**src/rtl/mealy_bit_serializer.sv**
```systemverilog
// Parallel-to-serial feeder for the sequence detector: valid/ready word input,
// one shift register plus a one-deep holding register for gapless streaming.
module mealy_bit_serializer #(
    parameter int WIDTH     = 8,
    parameter bit MSB_FIRST = 1'b1
) (
    input  logic             clk,
    input  logic             rst_n,
    input  logic [WIDTH-1:0] din,
    input  logic             din_valid,
    output logic             din_ready,
    input  logic             enable,
    output logic             x_out,
    output logic             x_valid,
    output logic             busy,
    output logic             underrun,
    input  logic             clr_underrun
);

    localparam int             CW       = $clog2(WIDTH);
    localparam logic [CW-1:0]  CNT_LAST = CW'(WIDTH - 1);

    logic [WIDTH-1:0] sh_q, sh_d;
    logic [WIDTH-1:0] hold_q, hold_d;
    logic [CW-1:0]    cnt_q, cnt_d;
    logic             sh_full_q, sh_full_d;
    logic             hold_full_q, hold_full_d;
    logic             underrun_q, underrun_d;
    logic             accept_s, consume_s, last_s, free_s;

    // Move the shift register one bit toward its output end, zero fill.
    function automatic logic [WIDTH-1:0] shift_once(input logic [WIDTH-1:0] v);
        if (MSB_FIRST) begin
            return {v[WIDTH-2:0], 1'b0};
        end else begin
            return {1'b0, v[WIDTH-1:1]};
        end
    endfunction

    // Handshake and word-boundary terms shared by next-state and output logic.
    always_comb begin
        consume_s = sh_full_q & enable;
        accept_s  = din_valid & ~hold_full_q;
        last_s    = consume_s & (cnt_q == CNT_LAST);
        free_s    = ~sh_full_q | last_s;
    end

    // State register.
    always_ff @(posedge clk or negedge rst_n) begin
        if (!rst_n) begin
            sh_q        <= {WIDTH{1'b0}};
            hold_q      <= {WIDTH{1'b0}};
            cnt_q       <= {CW{1'b0}};
            sh_full_q   <= 1'b0;
            hold_full_q <= 1'b0;
            underrun_q  <= 1'b0;
        end else begin
            sh_q        <= sh_d;
            hold_q      <= hold_d;
            cnt_q       <= cnt_d;
            sh_full_q   <= sh_full_d;
            hold_full_q <= hold_full_d;
            underrun_q  <= underrun_d;
        end
    end

    // Next state: refill the shift register when it frees up, otherwise park
    // an accepted word in hold while the current word keeps shifting.
    always_comb begin
        sh_d        = sh_q;
        hold_d      = hold_q;
        cnt_d       = cnt_q;
        sh_full_d   = sh_full_q;
        hold_full_d = hold_full_q;
        if (free_s) begin
            cnt_d = {CW{1'b0}};
            if (hold_full_q) begin
                sh_d        = hold_q;
                sh_full_d   = 1'b1;
                hold_full_d = 1'b0;
            end else if (accept_s) begin
                sh_d      = din;
                sh_full_d = 1'b1;
            end else begin
                sh_full_d = 1'b0;
            end
        end else begin
            if (accept_s) begin
                hold_d      = din;
                hold_full_d = 1'b1;
            end else begin
                hold_full_d = hold_full_q;
            end
            if (consume_s) begin
                sh_d  = shift_once(sh_q);
                cnt_d = cnt_q + CW'(1);
            end else begin
                cnt_d = cnt_q;
            end
        end
        // A fresh underrun event takes priority over a clear in the same cycle.
        if (last_s && !hold_full_q && !accept_s) begin
            underrun_d = 1'b1;
        end else if (clr_underrun) begin
            underrun_d = 1'b0;
        end else begin
            underrun_d = underrun_q;
        end
    end

    // Outputs.
    always_comb begin
        din_ready = ~hold_full_q;
        x_valid   = consume_s;
        if (consume_s) begin
            x_out = MSB_FIRST ? sh_q[WIDTH-1] : sh_q[0];
        end else begin
            x_out = 1'b0;
        end
        busy     = sh_full_q | hold_full_q;
        underrun = underrun_q;
    end

endmodule

```
**config.mk**
```make
export PLATFORM = sky130hd
export DESIGN_NAME = mealy_bit_serializer
export DESIGN_NICKNAME = d
export VERILOG_FILES = /design/src/rtl/mealy_bit_serializer.sv
export SDC_FILE = /design/constraint.sdc
export NUM_CORES = 1
export LEC_CHECK = 0
export ABC_AREA = 1
export BUFFER_PORTS_ARGS = -buffer_cell sky130_fd_sc_hd__buf_2
export CAP_MARGIN = 20
export CORE_MARGIN = 4
export CORE_UTILIZATION = 40
export DETAILED_ROUTE_END_ITERATION = 8
export SETUP_SLACK_MARGIN = 0.05
export SYNTH_ARGS = -nofsm -noshare
export SYNTH_HDL_FRONTEND = slang
export SYNTH_SLANG_ARGS = --single-unit
```
**constraint.sdc**
```tcl
create_clock -name clk -period 2.13 [get_ports clk]
set_input_delay 0.426 -clock clk [delete_from_list [all_inputs] [get_ports clk]]
set_output_delay 0.426 -clock clk [all_outputs]
set_load 0.005 [all_outputs]
```
==> run metrics <==
status finished clean; gr ovfl total 0; Max Fclk 587 MHz; startpoint types flop; Nets 183; Clk Latency, worst-skew pair 300 ps; FP Rows 19; Die H 62.2 microns; # hold bufs at CTS 0; I/O Pins 18; pin count of the biggest net entering global routing 23; Pre-Repair DR Iteration Count 4; Synth area leader dfrtp_1; CTS buffer count 3; count of different cell masters after synthesis 20; via count 937; Worst-path clk slew 120 ps; Slew Viols, Final 0; Rel. slew slack 66.9%; pwr/cell area 947 nW/um^2; Synthesized Nets 164; TritonCTS clock tree built; CP Class reg2reg; Tmin final 1700 ps; worst-path fanout max 16; Synth top area share 46.9%; Clock Sinks 22; fraction of layout cells with a size suffix above 1 24.7%; Lkg Pwr 0.735 nW; Avg Vias per Cell 4.76; Fin Setup TNS 0 ps; Tcrit/Tclk final 80.0%; Syn-to-layout area delta 10.1%; r2r startpoint cnt_q[0]; worst-margin pin slew 496 ps; total power 1.22 mW; max cap viols 0; die area 3870 sq um; # DRC 0; synthesized instance count 149; Syn Area/Cell 7.89 sq um; commonest cells after routing, fill and taps aside nand2_1, dfrtp_1, buf_2; Critical Path AT 1890 ps; hold crit path type in2async; WL per Instance 11.4 microns; n_diodes 0; Root Driver clkbuf_4; CP required 2320 ps; clk buf depth 2; Worst Setup End Kind flop; initial DRC count 62; Synth Register Bits 22; die width 62.2 microns; first-pass GRT wire length 4.23 mm; commonest non-fill, non-tap cell in the layout nand2_1; clk_skew 2.53 ps; Post-CTS Setup Bufs 0; Ys Warns 0; synth top area cells dfrtp_1, nand2_1, o21ai_2; Total Routed Length 2.24 mm; Placeable Area 2780 sq um; sequential share of the synthesized area 46.9%; # H-tree levels 1; final hold vios 0; antenna violation net count after detailed routing 0; DP HPWL 1.66 mm; mapped cell area 1170 sq um; cells on worst reg2reg path 6; GP Congestion 0.793; GRT Resource Usage Total 13.2%; Max VDD drop 0.418 mV; Post-CTS Resized 0; Initial Util 42.2%; RSZ-0062 raised after global routing no; buffers added on ports 17; vias in the first global route 984; initial antenna violation count 0; Worst Setup SP cnt_q[0]; endpoints failing setup 0
## layout make-up
cell class	count	area, sq um
inverters	14	52.6
fillers	276	1490
flip-flops and latches	22	551
well taps	31	38.8
repair buffers	18	92.6
clock buffers	3	22.5
multi-input cells	109	537
## metrics by stage
step | hold slack (ps) | std cells | cell area [sq um] | setup slack [ps] | utilization (%)
2_1_floorplan | 130 | 149 | 1170 | 662 | -
3_3_place_gp | 424 | 194 | 1270 | 472 | 45.7
3_5_place_dp | 433 | 194 | 1270 | 423 | 45.7
4_1_cts | 79.6 | 197 | 1290 | 401 | 46.5
5_1_grt | 98.7 | 197 | 1290 | 226 | 46.5
6_report | 70.6 | 197 | 1290 | 427 | 46.5
## per-layer routing
layer	vias to the layer above	part of all wire, %	GRT usage (%)
met5	-	0	0
met4	0	0.85	5.69
met3	2	4.0	2.88
met2	11	49	21.9
met1	431	46	16.3
li1	493	-	-
## sequential cells by signal (all words and copies together) (netlist names)
signal and flops:
cnt_q 3, hold_full_q 1, underrun 1, hold_q 8
sh_q 8, sh_full_q 1
## cell usage after synthesis
cell type  count
a21oi_2        1
buf_2          1
buf_4          1
buf_6          2
dfrtp_1       22
ha_1           2
inv_1         10
inv_2          4
nand2_1       73
nand2_2        2
nand2_4        2
nand2_8        1
nand3_1       12
nand3_2        1
nor2_1         3
nor2_2         1
o21ai_0        1
o21ai_1        1
o21ai_2        8
o22ai_1        1
## where the power goes
group / internal, mW / switching (mW)
Sequential: 0.552 / 0.0830
Combinational: 0.178 / 0.225
Clock: 0.0659 / 0.121
## critical path, stage by stage (launching register included)
cell and delay, ps:
dfrtp_1 410, ha_1 200, ha_1 200, a21oi_2 180
nand3_2 340, nand2_1 180, o21ai_2 70
## cells by family after synthesis
kind of cell / count (synthesis) / share of synthesized area (%)
adders and majority gates: 2 / 2.13
and+or+nand+nor: 95 / 35.5
buffers and inverters: 18 / 7.45
AOI/OAI and AO/OA: 12 / 8.09
DFF: 22 / 46.9
## path summary, 6_finish.rpt
path | endpoint | slack, ps
worst max-delay path | hold_q[6] | 430
worst min register to register | cnt_q[0] | 480
worst max register to register | hold_q[6] | 430
min in group clk | underrun | 310
worst min-delay path | cnt_q[2] | 70
max in group asynchronous | hold_q[5] | 1730
(Power assumes the default switching activity.)
